$ cat src/rtl/alu_issue_ctrl.sv
// Two-state issue controller for an 8-bit ALU. It accepts an instruction in IDLE,
// then commits the ALU result, PC update and retire accounting at the end of EXEC.
module alu_issue_ctrl #(
    parameter int PC_W  = 8,
    parameter int CNT_W = 16
) (
    input  logic             clk,
    input  logic             rst,
    input  logic             ins_valid,
    output logic             ins_ready,
    input  logic [15:0]      ins_data,
    output logic [PC_W-1:0]  pc,
    output logic [7:0]       alu_a,
    output logic [7:0]       alu_b,
    output logic [2:0]       alu_sel,
    input  logic [7:0]       alu_f,
    input  logic             alu_ovf,
    input  logic             alu_take_branch,
    output logic             ovf_flag,
    input  logic             ovf_clr,
    output logic             retire,
    output logic [CNT_W-1:0] retire_cnt,
    input  logic [1:0]       dbg_sel,
    output logic [7:0]       dbg_data
);

    typedef enum logic {IDLE, EXEC} state_t;

    state_t           state_q, state_d;
    logic [PC_W-1:0]  pc_q, pc_d;
    logic [7:0]       rf_q [4];
    logic [7:0]       rf_d [4];
    logic [7:0]       alu_a_q, alu_a_d;
    logic [7:0]       alu_b_q, alu_b_d;
    logic [2:0]       alu_sel_q, alu_sel_d;
    logic [1:0]       rd_q, rd_d;
    logic [6:0]       imm_q, imm_d;
    logic             ovf_q, ovf_d;
    logic             retire_q, retire_d;
    logic [CNT_W-1:0] cnt_q, cnt_d;

    logic             accept;
    logic             is_branch;
    logic [PC_W-1:0]  imm_ext;

    assign ins_ready = (state_q == IDLE) && !rst;
    assign accept    = ins_valid && ins_ready;
    assign is_branch = alu_sel_q[2] && alu_sel_q[1];
    assign imm_ext   = PC_W'($signed(imm_q));

    always_comb begin
        state_d   = state_q;
        pc_d      = pc_q;
        rf_d      = rf_q;
        alu_a_d   = alu_a_q;
        alu_b_d   = alu_b_q;
        alu_sel_d = alu_sel_q;
        rd_d      = rd_q;
        imm_d     = imm_q;
        ovf_d     = ovf_q && !ovf_clr;
        retire_d  = 1'b0;
        cnt_d     = cnt_q;

        unique case (state_q)
            IDLE: begin
                if (accept) begin
                    alu_sel_d = ins_data[15:13];
                    rd_d      = ins_data[12:11];
                    alu_a_d   = rf_q[ins_data[10:9]];
                    alu_b_d   = rf_q[ins_data[8:7]];
                    imm_d     = ins_data[6:0];
                    state_d   = EXEC;
                end
            end
            EXEC: begin
                state_d  = IDLE;
                retire_d = 1'b1;
                if (cnt_q != {CNT_W{1'b1}}) begin
                    cnt_d = cnt_q + CNT_W'(1);
                end
                if (is_branch) begin
                    pc_d = alu_take_branch ? (pc_q + imm_ext) : (pc_q + PC_W'(1));
                end else begin
                    rf_d[rd_q] = alu_f;
                    pc_d       = pc_q + PC_W'(1);
                    // A fresh overflow outranks a coincident clear
                    if ((alu_sel_q == 3'b000) && alu_ovf) begin
                        ovf_d = 1'b1;
                    end
                end
            end
            default: state_d = IDLE;
        endcase
    end

    always_ff @(posedge clk) begin
        if (rst) begin
            state_q   <= IDLE;
            pc_q      <= '0;
            for (int i = 0; i < 4; i++) begin
                rf_q[i] <= '0;
            end
            alu_a_q   <= '0;
            alu_b_q   <= '0;
            alu_sel_q <= '0;
            rd_q      <= '0;
            imm_q     <= '0;
            ovf_q     <= 1'b0;
            retire_q  <= 1'b0;
            cnt_q     <= '0;
        end else begin
            state_q   <= state_d;
            pc_q      <= pc_d;
            rf_q      <= rf_d;
            alu_a_q   <= alu_a_d;
            alu_b_q   <= alu_b_d;
            alu_sel_q <= alu_sel_d;
            rd_q      <= rd_d;
            imm_q     <= imm_d;
            ovf_q     <= ovf_d;
            retire_q  <= retire_d;
            cnt_q     <= cnt_d;
        end
    end

    assign pc         = pc_q;
    assign alu_a      = alu_a_q;
    assign alu_b      = alu_b_q;
    assign alu_sel    = alu_sel_q;
    assign ovf_flag   = ovf_q;
    assign retire     = retire_q;
    assign retire_cnt = cnt_q;
    assign dbg_data   = rf_q[dbg_sel];

endmodule

$ cat config.mk
export PLATFORM = sky130hd
export DESIGN_NAME = alu_issue_ctrl
export DESIGN_NICKNAME = d
export VERILOG_FILES = /design/src/rtl/alu_issue_ctrl.sv
export SDC_FILE = /design/constraint.sdc
export NUM_CORES = 1
export LEC_CHECK = 0
export ABC_CLOCK_PERIOD_IN_PS = 1900
export CELL_PAD_IN_SITES_DETAIL_PLACEMENT = 0
export CELL_PAD_IN_SITES_GLOBAL_PLACEMENT = 1
export CORE_MARGIN = 2
export CORE_UTILIZATION = 36
export DETAILED_ROUTE_END_ITERATION = 10
export PLACE_DENSITY_LB_ADDON = 0.2
export SETUP_SLACK_MARGIN = 0.4
export SYNTH_ARGS = -nofsm -noshare
export SYNTH_HDL_FRONTEND = slang
export SYNTH_SLANG_ARGS = --single-unit
$ cat constraint.sdc
create_clock -name clk -period 1.9 [get_ports clk]
set_clock_uncertainty 0.15 [all_clocks]
set_input_delay 0.38 -clock clk [delete_from_list [all_inputs] [get_ports clk]]
set_output_delay 0.38 -clock clk [all_outputs]
set_load 0.1 [all_outputs]
==> insert_results.sql, run 1 <==
INSERT INTO impl_metrics (metric_group, metric, value, unit) VALUES
('pwr', 'p_comb_share', '17.1', '%'),
('worst_setup_path', 'crit_path_max_fanout', '4', ''),
('sta', 'finalWorstSetupSlack', '-0.02192', 'ns'),
('clock_network', 'tritoncts_num_sinks', '87', ''),
('finish', 'final_nets', '655', ''),
('die', 'die_height', '114.7', 'um'),
('clock_network', 'path_clk_slew', '0.07', 'ns'),
('die', 'ioPinCount', '86', ''),
('route', 'drt-total-wl', '12980', 'um'),
('sta', 'rsz_0062_raised_after_global_routing', 'yes', ''),
('pwr', 'internal_power', '3.459', 'mW'),
('status', 'failed_checks', 'negative setup slack', ''),
('global_routing', 'antenna_found_initial', '0', ''),
('clock_network', 'clockBufferDepth', '2', ''),
('route', 'drt_first_iter_violations', '165', ''),
('sta', 'final_hold_viol_count', '0', ''),
('route', 'drt_drc_violations_left', '0', ''),
('place', 'placed_cells_incl_taps', '693', ''),
('route', 'avgViaCountPerCell', '5.265', ''),
('route', 'drtPass1Iterations', '4', ''),
('logic_synthesis', 'synth-seq-area-share', '39.50', '%'),
('finish', 'final_cell_mix', '67 x sky130_fd_sc_hd__buf_12, 49 x sky130_fd_sc_hd__nor2_1, 44 x sky130_fd_sc_hd__buf_4', ''),
('logic_synthesis', 'synth_edf_count', '0', ''),
('worst_setup_path', 'cp.required', '1.37', 'ns'),
('place', 'dp_hpwl', '8270', 'um'),
('pwr', 'switchingPower', '1.244', 'mW'),
('logic_synthesis', 'synth_warnings', '0', ''),
('worst_hold_path', 'holdCritPathClass', 'in -> reg', ''),
('global_routing', 'grt_first_pass_wirelength', '20290', 'um'),
('sta', 'clock.fmax', '520.3', 'MHz'),
('pwr', 'total_power', '4.703', 'mW'),
('place', 'numPortBuffers', '85', ''),
('global_routing', 'grt_pass1_vias', '4092', ''),
('pwr', 'power_frac_seq', '40.4', '%'),
('logic_synthesis', 'ys_dominant_reg_cell', 'sky130_fd_sc_hd__dfxtp_1', ''),
('finish', 'postLayoutCellArea', '0.007791', 'mm2'),
('status', 'status', 'finished with violations', ''),
('pwr', 'power.share.switching', '26.45', '%'),
('logic_synthesis', 'synthesized_net_count', '498', ''),
('clock_network', 'clock-root-buffer', 'sky130_fd_sc_hd__clkbuf_16', ''),
('logic_synthesis', 'synth_top_cell_by_area', 'sky130_fd_sc_hd__dfxtp_1', ''),
('place', 'placed_cell_area', '0.006400', 'mm2'),
('global_routing', 'grt_start_max_net_pins', '43', ''),
('place', 'detailedPlace.worstSlack', '-0.4213', 'ns'),
('clock_network', 'cts_made_buffers', '9', ''),
('die', 'effective_utilization_at_floorplan', '36.86', '%'),
('logic_synthesis', 'synth_async_sr_flop_share', '0', '%'),
('logic_synthesis', 'post_synth.cell_area_avg', '9.669', 'um2'),
('die', 'floorplan.die_area', '0.01315', 'mm2'),
('sta', 'setup-tns-final', '-0.03041', 'ns'),
('finish', 'diodes', '0', ''),
('pwr', 'cell_pwr_density', '603.6', 'mW/mm2'),
('route', 'final_antenna_net_count', '0', ''),
('logic_synthesis', 'mapped_cells', '456', ''),
('worst_setup_path', 'critical_path.cell_chain', 'mux4_2 > buf_12', ''),
('worst_setup_path', 'slowest_stage', 'sky130_fd_sc_hd__mux4_2', ''),
('clock_network', 'cts_hold_repair.buffers', '0', ''),
('global_routing', 'grt_overflow_total', '0', ''),
('sta', 'timing.final.setup_violations', '2', ''),
('sta', 'worst_pin_slew', '0.3805', 'ns'),
('clock_network', 'clock_latency', '0.35', 'ns'),
('logic_synthesis', 'netlist.area_leader.share', '39.50', '%'),
('die', 'die_width', '114.7', 'um'),
('logic_synthesis', 'synthesis.area', '0.004409', 'mm2'),
('logic_synthesis', 'synthTopCellsByArea', 'sky130_fd_sc_hd__dfxtp_1 40%, sky130_fd_sc_hd__mux4_2 12%, sky130_fd_sc_hd__mux2i_1 7.7%', ''),
('worst_setup_path', 'setup.worst_path.end_class', 'output pin', ''),
('clock_network', 'htree_levels', '3', ''),
('finish', 'layout_cells_sized_above_1', '55.18', '%'),
('sta', 'final.min_clock_period', '1.922', 'ns'),
('logic_synthesis', 'postSynthRegisterBits', '87', ''),
('worst_setup_path', 'slowest_delay', '0.51', 'ns');
[stage by stage]
step | utilization [%] | hold slack [ns]
6_report | 65.14 | 0.2745
5_1_grt | 65.14 | 0.2816
4_1_cts | 60.90 | 0.2672
3_5_place_dp | 53.50 | 0.3164
3_3_place_gp | 53.50 | 0.3153
2_1_floorplan | - | 0.2954
[power groups by stage]
stage	logic (mW)	clock network, mW	registers (mW)
final	0.805	2.00	1.90
after global routing	0.851	2.13	1.91
after CTS	0.729	2.04	1.90
after detailed placement	0.666	0	1.94
after global placement	0.657	0	1.94
after floorplan	0.288	0	2.04
[flip-flops by register name, indices dropped and copies added, names as in the netlist, 2 cells and up]
| register | cells |
|---|---|
| imm_q | 7 |
| alu_b | 8 |
| rd_q | 2 |
| alu_a | 8 |
| alu_sel | 3 |
| rf_q | 32 |
| pc | 8 |
| retire_cnt | 16 |
[final cells by class]
type,count,area [um2],area share [%]
multi-input cells,337,3005,38.57
repair buffers,172,2361,30.30
flip-flops and latches,87,1882,24.15
clock buffers,10,250.2,3.212
well taps,147,183.9,2.361
clock inverters,6,86.33,1.108
inverters,6,22.52,0.2891
[critical path, delay by kind of cell (launching register included)]
kind	cells	cell delay, ns
multiplexers	1	0.51
flip-flops	1	0.34
buffers and inverters	1	0.19
[path summary, 6_finish.rpt]
check                             start                    end  slack (ns)  cells after the start
hold reg to reg   imm_q[5]$_SDFFE_PP0P_  imm_q[5]$_SDFFE_PP0P_        0.34                      2
setup reg to reg     pc[0]$_SDFFE_PP0P_     pc[6]$_SDFFE_PP0P_        0.04                      8
setup / recovery   rf_q[7]$_SDFFE_PP0P_            dbg_data[7]       -0.02                      2
hold / removal                      rst     pc[7]$_SDFFE_PP0P_        0.27                      2
[repair_timing]
item	in CTS	in global routing
setup endpoints to repair	93	86
gates resized for setup	87	90
cloned	0	5
buffers inserted	41	10
pin swaps	36	57
[cell families (layout without fill, tap and decap cells)]
logic type | count (synthesis) | count (layout) | share of synthesized area (%)
buf+inv | 32 | 194 | 3.065
flops | 87 | 87 | 39.50
xor+xnor | 11 | 11 | 2.185
mux | 58 | 58 | 19.98
fa+ha+maj | 10 | 10 | 3.008
compound gates | 86 | 86 | 11.95
simple gates | 172 | 172 | 20.32
[synth_stat cells, types with 7 or more instances]
| library cell | instances |
|---|---|
| sky130_fd_sc_hd__dfxtp_1 | 87 |
| sky130_fd_sc_hd__nand2b_1 | 28 |
| sky130_fd_sc_hd__buf_2 | 9 |
| sky130_fd_sc_hd__clkbuf_1 | 10 |
| sky130_fd_sc_hd__nor2_1 | 53 |
| sky130_fd_sc_hd__mux4_2 | 24 |
| sky130_fd_sc_hd__o21ai_0 | 41 |
| sky130_fd_sc_hd__nand2_1 | 44 |
| sky130_fd_sc_hd__mux2i_1 | 34 |
| sky130_fd_sc_hd__a21oi_1 | 13 |
| sky130_fd_sc_hd__nand3_1 | 8 |
| sky130_fd_sc_hd__ha_1 | 9 |
| sky130_fd_sc_hd__xnor2_1 | 7 |
[routing by layer]
layer  up-vias  part of all wire, %  global-route usage (%)
met5         -                    0                       0
met4         0                  2.4                   7.398
met3        20                  3.9                   3.917
met2        76                   51                   33.49
met1      1969                   43                   24.22
li1       1963                    -                       -
Power figures use the tool's default switching activity.
==> run 2, diff against run 1 <==
- ABC_AREA: default -> 0
==> results of run 2 <==
No change in the layout: final DEF, timing and power equal those of run 1.
==> run 3, diff against run 2 <==
- REMOVE_ABC_BUFFERS: default -> 1
==> run 3 against run 2 <==
Critical path type unchanged. Non-clock buffer count rose by 15. The flow still finishes with violations (negative setup slack). Core utilization is 2.1 points lower. Register-to-register slack barely moved. Die area stayed put. Critical endpoint is now dbg_data[6]. Global-route usage fell by 0.052 points. Combinational power down 8.8%. Wire length decreased by 3.9%.
==> insert_results.sql, run 3 (same netlist as run 1, synthesis figures left out) <==
INSERT INTO impl_metrics (metric_group, metric, value, unit) VALUES
('pwr', 'static_leakage', '3.049', 'nW'),
('route', 'drt_first_iter_violations', '157', ''),
('finish', 'areaGrowthSynthToFinish', '71.00', '%'),
('route', 'm1WireLength', '5357', 'um'),
('sta', 'timing.final.setup_violations', '2', ''),
('route', 'drtPass1Iterations', '4', ''),
('sta', 'clock.fmax', '521.9', 'MHz'),
('place', 'placed_cell_area', '0.006294', 'mm2'),
('clock_network', 'clock_latency', '0.35', 'ns'),
('route', 'detail_route.wl_per_cell', '16.01', 'um'),
('sta', 'setup-tns-final', '-0.01622', 'ns'),
('worst_setup_path', 'cp.required', '1.37', 'ns'),
('pwr', 'peakVddDrop', '0.3520', 'mV'),
('place', 'numPortBuffers', '85', ''),
('pwr', 'total_power', '4.372', 'mW'),
('sta', 'final_min_period_over_clock_period', '100.8', '%'),
('worst_hold_path', 'worst_hold_path.num_cells', '2', ''),
('route', 'met2_wirelength', '6286', 'um'),
('worst_setup_path', 'path_class', 'reg -> out', ''),
('route', 'topRoutingLayerUsed', 'met4', ''),
('finish', 'postLayoutCellArea', '0.007540', 'mm2'),
('sta', 'slew_viol_final', '0', ''),
('worst_setup_path', 'worstRegToRegCells', '8', ''),
('place', 'dp_hpwl', '7855', 'um'),
('worst_hold_path', 'holdCritPathClass', 'reg -> reg', ''),
('die', 'placementRows', '40', ''),
('die', 'effective_utilization_at_floorplan', '36.86', '%'),
('clock_network', 'tritoncts_num_sinks', '87', ''),
('global_routing', 'grt_start_max_net_pins', '58', ''),
('die', 'design.core.area', '0.01196', 'mm2'),
('global_routing', 'antenna_found_initial', '0', ''),
('clock_network', 'clock-root-buffer', 'sky130_fd_sc_hd__clkbuf_16', ''),
('finish', 'fill_cells', '995', ''),
('die', 'floorplan.die_area', '0.01315', 'mm2'),
('sta', 'final.min_clock_period', '1.916', 'ns'),
('sta', 'worst_pin_slew', '0.3634', 'ns'),
('die', 'die_width', '114.7', 'um'),
('global_routing', 'grt_pass1_vias', '3996', ''),
('worst_setup_path', 'critPathArrivalTime', '1.39', 'ns'),
('finish', 'layout_cells_sized_above_1', '49.53', '%'),
('finish', 'final_nets', '670', ''),
('clock_network', 'clockBufferDepth', '2', ''),
('worst_setup_path', 'critical_path.startpoint_type', 'register', ''),
('flow_run', 'max-cap-violations', '0', ''),
('finish', 'finish.utilization', '63.03', '%'),
('place', 'gpl.final_weighted_congestion', '0.7952', ''),
('die', 'ioPinCount', '86', ''),
('worst_setup_path', 'crit_path_max_fanout', '4', ''),
('clock_network', 'cts_tree', 'done', ''),
('clock_network', 'cts_made_buffers', '9', ''),
('sta', 'rsz_0062_raised_after_global_routing', 'yes', ''),
('sta', 'max-slew-margin-rel', '75.74', '%'),
('finish', 'largest_register_ffs', '32', ''),
('finish', 'diodes', '0', ''),
('clock_network', 'htree_levels', '3', ''),
('finish', 'final_cell_mix', '62 x sky130_fd_sc_hd__buf_12, 59 x sky130_fd_sc_hd__buf_4, 56 x sky130_fd_sc_hd__dfxtp_2', ''),
('route', 'drt_drc_violations_left', '0', ''),
('route', 'avgViaCountPerCell', '5.207', ''),
('route', 'drt-total-wl', '12470', 'um'),
('route', 'detailroute.wirelength.met3', '566', 'um'),
('status', 'failed_checks', 'negative setup slack', ''),
('route', 'final_antenna_net_count', '0', ''),
('global_routing', 'grt_overflow_total', '0', ''),
('status', 'status', 'finished with violations', ''),
('worst_setup_path', 'setup.worst_path.end_class', 'output pin', ''),
('global_routing', 'grt_first_pass_wirelength', '20010', 'um'),
('finish', 'registers.top_by_ff_count', 'rf_q', ''),
('clock_network', 'path_clk_slew', '0.06', 'ns'),
('global_routing', 'grt_util_all_layers', '19.49', '%'),
('clock_network', 'cts_hold_repair.buffers', '0', ''),
('route', 'via_count', '4056', ''),
('sta', 'final_hold_viol_count', '0', ''),
('finish', 'layout_commonest_cell', 'sky130_fd_sc_hd__buf_12', ''),
('sta', 'finalWorstSetupSlack', '-0.01595', 'ns'),
('die', 'die_height', '114.7', 'um'),
('pwr', 'cell_pwr_density', '579.9', 'mW/mm2');
-- run 3: cell count changes in the layout (fill, tap and decap cells not counted), moves of 15 or more --
cell                      previous run  this run
sky130_fd_sc_hd__o21ai_2            20         5
sky130_fd_sc_hd__dfxtp_4            25         7
sky130_fd_sc_hd__buf_4              44        59
sky130_fd_sc_hd__dfxtp_2            37        56
sky130_fd_sc_hd__nand2_1            15        41
sky130_fd_sc_hd__o21ai_0             4        32
sky130_fd_sc_hd__nand2_4            18         3
-- run 3: timing repair --
| action | 4_1_cts | 5_1_grt |
|---|---|---|
| buffers inserted | 40 | 17 |
| endpoints found under the setup margin | 110 | 84 |
| resized for setup | 141 | 44 |
| pin swaps | 30 | 38 |
| cloned | 0 | 0 |
-- run 3: report_power, final --
group | internal (mW) | switching (mW) | total [mW]
sequential | 1.87 | 0.0501 | 1.92
clock | 1.01 | 0.711 | 1.72
combinational | 0.343 | 0.392 | 0.734
-- run 3: worst paths after layout --
path	start	end	slack, ns
max	rf_q[22]$_SDFFE_PP0P_	dbg_data[6]	-0.02
min reg2reg	imm_q[5]$_SDFFE_PP0P_	imm_q[5]$_SDFFE_PP0P_	0.33
max reg2reg	imm_q[0]$_SDFFE_PP0P_	pc[6]$_SDFFE_PP0P_	0.04
min	imm_q[5]$_SDFFE_PP0P_	imm_q[5]$_SDFFE_PP0P_	0.33
-- run 3: per-stage QoR --
step           hold slack (ns)  instances  setup WS (ns)
6_report                0.3322        779       -0.01595
5_1_grt                 0.3686        779       -0.03406
4_1_cts                 0.3346        762       -0.01522
3_5_place_dp            0.3240        707        -0.4298
3_3_place_gp            0.3110        707        -0.4331
2_1_floorplan           0.2967        430         -1.486
-- run 3: layout make-up --
class / count / area (um2) / area share (%)
clock buffer: 11 / 232.7 / 3.087
clock inverter: 4 / 47.55 / 0.6306
inverter: 6 / 22.52 / 0.2987
multi-input combinational: 337 / 2840 / 37.67
sequential: 87 / 1838 / 24.38
tap: 147 / 183.9 / 2.439
timing repair buffer: 187 / 2375 / 31.50
-- run 3: layer usage --
| metal | up-vias | global-route usage (%) |
|---|---|---|
| met5 | - | 0 |
| met4 | 0 | 7.967 |
| met3 | 22 | 3.759 |
| met2 | 100 | 32.58 |
| met1 | 1948 | 24.70 |
| li1 | 1986 | - |
-- run 3: worst max-delay path, cell delays in order, from the launching register on --
cell and delay (ns):
sky130_fd_sc_hd__dfxtp_2 0.34, sky130_fd_sc_hd__mux4_2 0.51, sky130_fd_sc_hd__buf_12 0.19
